**src/rtl/rf_scoreboard_arb.sv**
```systemverilog
// Issue scoreboard and write-port arbiter for the 8x16 register file.
// Counts in-flight writes per register, stalls issue on hazards, and muxes ALU/load writeback.
module rf_scoreboard_arb #(
    parameter int DW      = 16,
    parameter int AW      = 3,
    parameter int MAXPEND = 3,
    parameter int STARVE  = 2
) (
    input  logic          clk,
    input  logic          rst,
    input  logic          issue_valid,
    input  logic [AW-1:0] issue_ra,
    input  logic [AW-1:0] issue_rb,
    input  logic          issue_use_a,
    input  logic          issue_use_b,
    input  logic          issue_wr,
    input  logic [AW-1:0] issue_rc,
    output logic          issue_ready,
    output logic          freeze_ctrl,
    input  logic          wb0_valid,
    input  logic          wb0_kill,
    input  logic [AW-1:0] wb0_addr,
    input  logic [DW-1:0] wb0_data,
    output logic          wb0_ready,
    input  logic          wb1_valid,
    input  logic          wb1_kill,
    input  logic [AW-1:0] wb1_addr,
    input  logic [DW-1:0] wb1_data,
    output logic          wb1_ready,
    output logic          rf_w,
    output logic          regsel,
    output logic [AW-1:0] addrc,
    output logic [DW-1:0] rf_data_c,
    output logic          err_underflow
);
    localparam int NREG = 1 << AW;
    localparam int SW   = $clog2(STARVE + 1);

    logic [1:0]    r_cnt [NREG];
    logic [SW-1:0] r_starve;
    logic          r_rf_w;
    logic          r_regsel;
    logic          r_err;
    logic [AW-1:0] r_addrc;
    logic [DW-1:0] r_data;

    logic w_busy_a, w_busy_b, w_full, w_issue_ok, w_inc_en;
    logic w_req0, w_req1, w_win0, w_win1, w_kill0, w_kill1, w_under;
    logic [2:0] w_sum  [NREG];
    logic [2:0] w_dec  [NREG];
    logic [1:0] w_next [NREG];

    // r0 is never incremented, so its counter stays 0 and it never reads as busy.
    assign w_busy_a    = issue_use_a && (r_cnt[issue_ra] != 2'd0);
    assign w_busy_b    = issue_use_b && (r_cnt[issue_rb] != 2'd0);
    assign w_full      = issue_wr && (issue_rc != '0) && (r_cnt[issue_rc] == 2'(MAXPEND));
    assign w_issue_ok  = issue_valid && !w_busy_a && !w_busy_b && !w_full;
    assign w_inc_en    = w_issue_ok && issue_wr && (issue_rc != '0);
    assign issue_ready = w_issue_ok;
    assign freeze_ctrl = issue_valid && !w_issue_ok;

    // Kills bypass the port; wb1 overrides wb0 after STARVE consecutive contended losses.
    assign w_req0    = wb0_valid && !wb0_kill;
    assign w_req1    = wb1_valid && !wb1_kill;
    assign w_win1    = w_req1 && (!w_req0 || (r_starve == SW'(STARVE)));
    assign w_win0    = w_req0 && !w_win1;
    assign w_kill0   = wb0_valid && wb0_kill && (wb0_addr != '0);
    assign w_kill1   = wb1_valid && wb1_kill && (wb1_addr != '0);
    assign wb0_ready = wb0_valid && (wb0_kill || w_win0);
    assign wb1_ready = wb1_valid && (wb1_kill || w_win1);

    // A write releases its entry while rf_w is high, so dependents unblock once data is readable.
    always_comb begin
        w_under = 1'b0;
        for (int r = 0; r < NREG; r++) begin
            w_sum[r] = {1'b0, r_cnt[r]} + {2'b00, w_inc_en && (issue_rc == AW'(r))};
            w_dec[r] = {2'b00, w_kill0 && (wb0_addr == AW'(r))}
                     + {2'b00, w_kill1 && (wb1_addr == AW'(r))}
                     + {2'b00, r_rf_w && (r_addrc == AW'(r))};
            if (w_sum[r] < w_dec[r]) begin
                w_next[r] = 2'd0;
                w_under   = 1'b1;
            end else begin
                w_next[r] = w_sum[r][1:0] - w_dec[r][1:0];
            end
        end
    end

    always_ff @(posedge clk) begin
        if (rst) begin
            for (int r = 0; r < NREG; r++) r_cnt[r] <= 2'd0;
            r_starve <= '0;
            r_rf_w   <= 1'b0;
            r_addrc  <= '0;
            r_data   <= '0;
            r_regsel <= 1'b0;
            r_err    <= 1'b0;
        end else begin
            for (int r = 0; r < NREG; r++) r_cnt[r] <= w_next[r];
            r_err    <= r_err || w_under;
            r_regsel <= 1'b1;
            r_rf_w   <= (w_win0 && (wb0_addr != '0)) || (w_win1 && (wb1_addr != '0));
            if (w_win0 && (wb0_addr != '0)) begin
                r_addrc <= wb0_addr;
                r_data  <= wb0_data;
            end else if (w_win1 && (wb1_addr != '0)) begin
                r_addrc <= wb1_addr;
                r_data  <= wb1_data;
            end
            if (wb1_ready)
                r_starve <= '0;
            else if (w_req0 && w_req1)
                r_starve <= r_starve + SW'(1);
        end
    end

    assign rf_w          = r_rf_w;
    assign regsel        = r_regsel;
    assign addrc         = r_addrc;
    assign rf_data_c     = r_data;
    assign err_underflow = r_err;

endmodule

```
**config.mk**
```make
export PLATFORM = sky130hd
export DESIGN_NAME = rf_scoreboard_arb
export DESIGN_NICKNAME = d
export VERILOG_FILES = /design/src/rtl/rf_scoreboard_arb.sv
export SDC_FILE = /design/constraint.sdc
export NUM_CORES = 1
export LEC_CHECK = 0
export CORE_MARGIN = 8
export CORE_UTILIZATION = 40
export CTS_BUF_LIST = sky130_fd_sc_hd__clkbuf_16
export DETAILED_ROUTE_END_ITERATION = 10
export DONT_BUFFER_PORTS = 1
export PLACE_DENSITY = 0.51
export SLEW_MARGIN = 10
export SYNTH_ARGS = -nofsm -noshare
export SYNTH_HDL_FRONTEND = slang
export SYNTH_SLANG_ARGS = --single-unit
```
**constraint.sdc**
```tcl
create_clock -name clk -period 8 [get_ports clk]
set_input_delay 1.6 -clock clk [delete_from_list [all_inputs] [get_ports clk]]
set_output_delay 1.6 -clock clk [all_outputs]
set_load 0.05 [all_outputs]
```
* Yosys cells after proc, flatten, opt, wreduce, memory -nomap -nowiden
Memory sizes are Yosys's and may differ from the RTL's. Index checks and enable logic that the tools add are counted.
Word-level totals: register bits 24, bits in writable memories 16, output and inout port bits 26, word-level logic and storage cells 196, memories kept 1
Cells by class: add/subtract/negate cells 33, order comparisons 8, eq/ne operators 30, mux-type cells 31, bitwise logic cells 8, reduce and logical (&&, ||, !) cells 79
Memory list:
- r_cnt | words 8, width 2, read ports 11, clocked after memory_dff 0, wr ports 8, line 39 | logic [1:0] r_cnt [NREG];
Operators with widths (number):
- 1-bit logical AND | 55
- 2-bit by 1-bit adder with 3-bit output | 16
- 3-bit == test, second input constant | 16
- 16-bit 2-to-1 mux | 2
- 2-bit 2-to-1 mux | 16
- 3-bit by 2-bit == test with 1-bit output, second input constant | 8
- 3-bit < comparator | 8
- 1-bit by 1-bit adder with 2-bit output | 8
- 2-bit subtractor | 8
- 3-bit by 1-bit == test with 1-bit output, second input constant | 4
- 3-bit logical NOT | 4
- 1-bit 2-to-1 mux | 11
- 3-bit nonzero test | 3
- 1-bit logical NOT | 8
- 1-bit OR | 8
- 3-bit 2-to-1 mux | 2
- 2-bit nonzero test | 3
- 1-bit logical OR | 5
- 2-bit == test, second input constant | 2
- 2-bit by 1-bit adder with 2-bit output, second input constant | 1
- 2-bit OR reduction | 1

* Logic depth before layout (Yosys ltp)
Gate-level depths: netlist of run 1. An unclocked memory read counts as a cell.
depth after elaboration 21, depth in mapped cells 12, depth with buffers taken out 12

* Worst setup path before layout of run 1
OpenSTA, ideal clock, no wires.
kind input port to output port, from in wb0_kill, to out wb0_ready, data arrival time 3.335 ns, required time 6.400 ns, setup slack 3.065 ns, stages 3, cells stage by stage or3b_1 -> and3_4 -> a21boi_0
Between the ends: longest elaborated chain between the ends 9
RTL lines:
- start, declared | line 21 | input logic wb0_kill,
- 1-bit logical NOT | line 63 | assign w_req0 = wb0_valid && !wb0_kill;
- 1-bit logical AND | line 63
- 1-bit logical NOT | line 65 | assign w_win1 = w_req1 && (!w_req0 || (r_starve == SW'(STARVE)));
- 1-bit logical OR | line 65
- 1-bit logical AND | line 65
- 1-bit logical NOT | line 66 | assign w_win0 = w_req0 && !w_win1;
- 1-bit logical AND | line 66
- 1-bit logical OR * | line 69 | assign wb0_ready = wb0_valid && (wb0_kill || w_win0);
- 1-bit logical AND * | line 69
- end, declared | line 24 | output logic wb0_ready,
Every way passes the cells marked *; elsewhere a longest branch is shown, timed or not.

* Worst setup path in the final report of run 1
from in issue_ra[1], to out issue_ready
Between the ends: longest elaborated chain between the ends 7
RTL lines:
- start, declared | line 12 | input logic [AW-1:0] issue_ra,
- memory 8 x 2 bit
- 2-bit nonzero test | line 54 | assign w_busy_a = issue_use_a && (r_cnt[issue_ra] != 2'd0);
- 1-bit logical AND | line 54
- 1-bit logical NOT | line 57 | assign w_issue_ok = issue_valid && !w_busy_a && !w_busy_b && !w_full;
- 1-bit logical AND (3 in a row) | line 57
- end, declared | line 18 | output logic issue_ready,
No other way between the ends.

==> results of run 1 <==
## tightest hold or removal path: stages, from the launching register on
cell and delay (ns):
dfxtp_1 0.32, nand2b_1 0.07, a21oi_1 0.05
## synthesized netlist by cell type, types with 2 or more instances
cell and number:
nor2_1 49, dfxtp_1 40, ha_1 25, nor3_1 24
inv_1 23, nand2_1 22, mux2i_1 18, a211oi_2 17
fa_1 16, a21oi_1 10, and3_1 8, nor3b_1 8
xnor2_1 8, nand2b_1 7, nor4b_1 7, nor4_1 5
clkbuf_1 4, nand3_1 4, o21ai_0 4, a22oi_1 2
a311oi_1 2, a31oi_1 2, buf_2 2, mux4_2 2
nand3b_1 2, nor2b_1 2, o2111ai_1 2, or3_1 2
## registers in the layout (all words and copies together), names as in the netlist
register       cells
addrc              3
err_underflow      1
r_starve           2
regsel             1
rf_w               1
rf_data_c         16
r_cnt             16
## where the power goes
group	internal (mW)	leakage (nW)	switching [mW]	total [mW]
registers	0.213	0.328	0.0454	0.258
logic	0.0375	0.874	0.0464	0.0840
clock network	0.113	0.0710	0.0795	0.193
## stage by stage
| stage | worst slack (ns) | total power, mW |
|---|---|---|
| 3_3_place_gp | 3.37 | 0.347 |
| 4_1_cts | 3.34 | 0.544 |
| 5_1_grt | 3.18 | 0.563 |
| 3_5_place_dp | 3.34 | 0.348 |
| 6_report | 3.32 | 0.535 |
| 2_1_floorplan | 3.07 | 0.337 |
## worst max-delay path by stage
stage	to	cells past startpoint	slack, ns	startpoint
2_1_floorplan	wb0_ready	3	3.07	wb0_kill
3_3_place_gp	wb0_ready	3	3.37	wb0_kill
3_5_place_dp	wb0_ready	3	3.34	wb0_kill
4_1_cts	wb0_ready	3	3.34	wb0_kill
5_1_grt	issue_ready	5	3.18	issue_ra[1]
6_report	issue_ready	5	3.32	issue_ra[1]
## per-layer routing
layer / vias up / track usage / wire length [um]
li1: 1163 / - / -
met1: 1054 / 0.168 / 3080
met2: 77 / 0.229 / 3310
met3: 9 / 0.0601 / 773
met4: 0 / 0.0412 / 98
met5: - / 0 / 0
## cells by family (layout without fill, tap and decap cells)
group | count (synthesis) | count (layout) | synth area share
simple gates | 146 | 146 | 0.246
compound gates | 42 | 42 | 0.121
flops | 40 | 40 | 0.264
mux | 21 | 21 | 0.0780
fa+ha+maj | 41 | 41 | 0.209
xor+xnor | 8 | 8 | 0.0231
buf+inv | 34 | 32 | 0.0578
other cells | 1 | 3 | 0.00124
## area by class of cell
| type | instances | area, um^2 |
|---|---|---|
| fillers | 764 | 4070 |
| repair buffers | 1 | 7.51 |
| well taps | 99 | 124 |
| multi-input cells | 261 | 2070 |
| inverters | 23 | 86.3 |
| clock buffers | 5 | 125 |
| clock inverters | 3 | 13.8 |
| flip-flops and latches | 40 | 801 |
==> run metrics, run 1 <==
outcome completed; via/cell ratio 5.33; Slowest cell on crit path nor3_2; Pre-antenna DRT Iters 4; Synth warnings 0; Post-DRT Antenna Nets 0; Hold EP r_starve[1]$_SDFFE_PP0P_; Finished Cell Area 3220 um^2; LEAKAGE between 1 and 1.5 nW; IO Pins 83; Max-slew headroom 0.291; Max Clk Rate 213 MHz; CTS H-tree depth 2; Area contributors post-synth dfxtp_1, fa_1, ha_1; Worst IR Drop VDD 0.0000946 V; Die Width between 100 and 150 um; Post-synth EDFFs 0; clock sink total 40; Cell Area, Placed 3090 um^2; All-Layer GR Usage 0.142; non-filler instance count after layout 432; sequential fraction of the synthesis area 0.264; post-CTS sizing 0; residual DRC count 0; Area Overhead vs Synth 6.40%; Worst Setup Start Kind primary input; Seq cells post-synth 40; maximum number of pins on one net before global-route repair 35; Final Skew 0.00292 ns; total core area around 7300 um^2; min-delay src r_starve[1]$_SDFFE_PP0P_; Post-Route WL 7260 um; Cell variety after synth between 40 and 50; Post-Syn Instances 333; die height 103 um; Critical Path End Type output pin; Worst Setup Path Type primary input to output pin; TritonCTS Buffers 5; Max Cap Violations 0; total number of vias roughly 2,300; Post-CTS Setup Bufs 0; setup tns final 0 ns; hold_ws 0.479 ns; vias in the first global route around 2,400; Slew @ Worst Pin between 1 and 1.5 ns; RSZ-0062 raised after global routing false; Post-Syn Area 3030 um^2; HP Class flip-flop to flip-flop; clock root buffer clkbuf_16; DRT iter0 DRCs 89; pwr dens 166 nW/um^2; crit-path max FO 5; Yosys top cell by area dfxtp_1; most common cell after layout, fill and taps aside nor2_1; final critical-path required period 4.68 ns; Ant. Diodes 0; number of port buffers 0; RD Place Congestion 0.869; reg2reg start r_cnt[0][1]$_SDFF_PP0_; Avg Cell Area, Syn approximately 9 um^2; prevailing post-synth register cell dfxtp_1; CP peak stage delay roughly 0.7 ns; residual overflow from global routing 0; crit-path cells nor4_1, a31oi_1, o2111ai_1, nand4_1, nor3_2; Core Util, Final 0.442; async set-reset flop share out of synthesis 0; WL/cell between 15 and 20 um; initial antenna violation count 0; final setup fails 0; Critical Path RT 6.40 ns; # rows 31; first-pass GRT wire length 11,800 um; layout cells sized above 1 0.0931; worst skew pair latency 0.28 ns; endpoints failing hold 0; Clock transition at path regs 0.06 ns; hold-fix buffers at CTS 0; crit share post-route 0.586; setup slack, reg-to-reg 4.75 ns; starting density of the core 0.416; Worst Path Buf+Inv 0; WHS Path Cells 2; max-slew violation count 0; FF-to-FF path depth 11; Top Family by Delay on Critical Path simple AND/OR/NAND/NOR gates; most frequent cells in the layout nor2_1, dfxtp_1, ha_1; Final HPWL DP 5870 um; Final nets 430; worst r2r dst err_underflow$_SDFF_PP0_; Die Area approximately 11,000 um^2; CTS tree yes; Yosys top cell area share 0.264; dpl cells 424; CP arrival 3.08 ns; clk buf depth 2
(Power assumes the default switching activity.)
==> run 2: changes to the inputs <==
--- a/config.mk
+++ b/config.mk
@@ -5,6 +5,7 @@
 export SDC_FILE = /design/constraint.sdc
 export NUM_CORES = 1
 export LEC_CHECK = 0
+export ABC_AREA = 1
 export CORE_MARGIN = 8
 export CORE_UTILIZATION = 40
 export CTS_BUF_LIST = sky130_fd_sc_hd__clkbuf_16
==> constraint.sdc (replaced) <==
create_clock -name clk -period 4.4 [get_ports clk]
set_input_delay 0.88 -clock clk [delete_from_list [all_inputs] [get_ports clk]]
set_output_delay 0.88 -clock clk [all_outputs]
set_load 0.05 [all_outputs]
==> run 2 against run 1 <==
  * Via count increased by 18%
  * Combinational power grew to 2.8 times the previous value
  * Synthesized cell count increased by 31%
  * Wire length up 8.0%
==> run metrics, run 2 <==
total core area between 7000 and 8000 um^2; endpoints failing hold 0; setup slack, reg-to-reg 1.51 ns; HP Class flip-flop to flip-flop; Cell variety after synth 33; synth cell count leaders nand2_1, nand3_1, inv_1; # rows 32; WL/cell 14.6 um; All-Layer GR Usage 0.149; Top Family by Delay on Critical Path simple AND/OR/NAND/NOR gates; hold-fix buffers at CTS 0; crit-path max FO 12; CTS H-tree depth 2; clk buf depth 2; Post-DRT Antenna Nets 0; Worst IR Drop VDD just under 0.0002 V; first-pass GRT wire length 13,400 um; RSZ-0062 raised after global routing false; starting density of the core 0.409; Max Cap Violations 0; Yosys top cell area share 0.256; Max Clk Rate 324 MHz; Final Skew 0.00542 ns; DRT iter0 DRCs 140; dpl cells 530; post-CTS sizing 0; Core Util, Final 0.436; max-slew violation count 0; most frequent cells in the layout nand2_1, nand3_1, inv_1; CP peak stage delay 0.67 ns; Slowest cell on crit path nor2_1; initial antenna violation count 0; non-filler instance count after layout 538; Post-Syn Area 3130 um^2; Worst Setup SP issue_rc[0]; residual overflow from global routing 0; post-place setup slack 1.07 ns; residual DRC count 0; layout cells sized above 1 0.0390; prevailing post-synth register cell dfxtp_1; outcome completed; final critical-path required period 3.09 ns; TritonCTS Buffers 5; CTS tree yes; Clock transition at path regs 0.06 ns; via/cell ratio 5.04; Synth warnings 0; async set-reset flop share out of synthesis 0; Worst Setup Start Kind primary input; Pwr Total 1.10 mW; CP most frequent cell nand2_1; WP depth 11; vias in the first global route 2,795; total number of vias about 2,700; Critical Path RT ~3.5 ns; Final HPWL DP 6490 um; maximum number of pins on one net before global-route repair 32; Critical Path End Type output pin; Ant. Diodes 0; clock root buffer clkbuf_16; CP Capture Point freeze_ctrl; Post-Route WL 7830 um; Seq cells post-synth 40; # fillers ~800; most common cell after layout, fill and taps aside nand2_1; Die Width 104 um; Final nets 533; number of port buffers 0; pwr dens 331 nW/um^2; worst skew pair latency 0.29 ns; Reg area 801 um^2; worst r2r dst err_underflow$_SDFF_PP0_; WHS Path Cells 2; Avg Cell Area, Syn 7.15 um^2; area of the multi-input gates approximately 2000 um^2; sequential fraction of the synthesis area 0.256; die height 104 um; final setup fails 0; RD Place Congestion 0.779; Area Overhead vs Synth 6.57%; Worst Setup Path Type primary input to output pin; reg2reg start r_cnt[2][1]$_SDFF_PP0_; clock sink total 40; hold_ws roughly 0.48 ns; Post-Syn Instances 437; IO Pins between 80 and 90; Slew @ Worst Pin 0.887 ns; Worst Path Buf+Inv 1; Post-synth EDFFs 0; Max-slew headroom 0.406; crit path setup slack, layout 1.31 ns; setup tns final 0 ns; Die Area 10,900 um^2; most frequent cell after synthesis nand2_1; LEAKAGE approximately 1.7 nW; Cell Area, Placed 3180 um^2; Yosys top cell by area dfxtp_1; Post-CTS Setup Bufs 0; crit-path cells inv_2, nand2_1, nand2_1, nand2_1, nand2_1, nand3_1, nand2_1, nand2_1, nand2_1, nor2_1, nor2_1; Finished Cell Area 3330 um^2; FF-to-FF path depth 16; CP arrival 2.21 ns; Pre-antenna DRT Iters 4; crit share post-route 0.702; Area contributors post-synth dfxtp_1, nand2_1, fa_1
run 2: worst min-delay path by stage:
stage          slack [ns]                        to                     start
6_report             0.48  r_starve[1]$_SDFFE_PP0P_  r_starve[1]$_SDFFE_PP0P_
2_1_floorplan        0.44  r_starve[1]$_SDFFE_PP0P_  r_starve[1]$_SDFFE_PP0P_
5_1_grt              0.52  r_starve[1]$_SDFFE_PP0P_  r_starve[1]$_SDFFE_PP0P_
4_1_cts              0.48  r_starve[1]$_SDFFE_PP0P_  r_starve[1]$_SDFFE_PP0P_
3_5_place_dp         0.48  r_starve[1]$_SDFFE_PP0P_  r_starve[1]$_SDFFE_PP0P_
3_3_place_gp         0.46  r_starve[1]$_SDFFE_PP0P_  r_starve[1]$_SDFFE_PP0P_
run 2: where the power goes:
group / total, mW / switching [mW] / internal, mW
sequential: 0.502 / 0.104 / 0.398
combinational: 0.239 / 0.147 / 0.0923
clock: 0.363 / 0.152 / 0.211
total: 1.10 / 0.403 / 0.701
run 2: area by class of cell:
class,count,area share
multi-input cells,333,0.613
flip-flops and latches,40,0.240
inverters,54,0.0609
well taps,102,0.0383
clock buffers,5,0.0376
clock inverters,3,0.00714
repair buffers,1,0.00225
run 2: metal layers:
layer  track usage  vias to the layer above  wire, um
met5             0                        -         0
met4        0.0372                        0        80
met3        0.0613                        7       770
met2         0.245                       84      3510
met1         0.177                     1220      3470
li1              -                     1399         -
run 2: kinds of logic (layout without fill, tap and decap cells):
family | count (synthesis) | after routing | synth area share
and+or+nand+nor | 255 | 255 | 0.359
other | 1 | 3 | 0.00120
buffers and inverters | 66 | 63 | 0.0925
xor gates and xnor gates | 1 | 1 | 0.00280
AOI/OAI and AO/OA | 33 | 33 | 0.0861
DFF | 40 | 40 | 0.256
adders and majority gates | 41 | 41 | 0.203
run 2: worst min-delay path, delay by kind of cell, from the launching register on:
| family | cells | cell delay (ns) |
|---|---|---|
| flops | 1 | 0.31 |
| simple gates | 1 | 0.06 |
| compound gates | 1 | 0.06 |
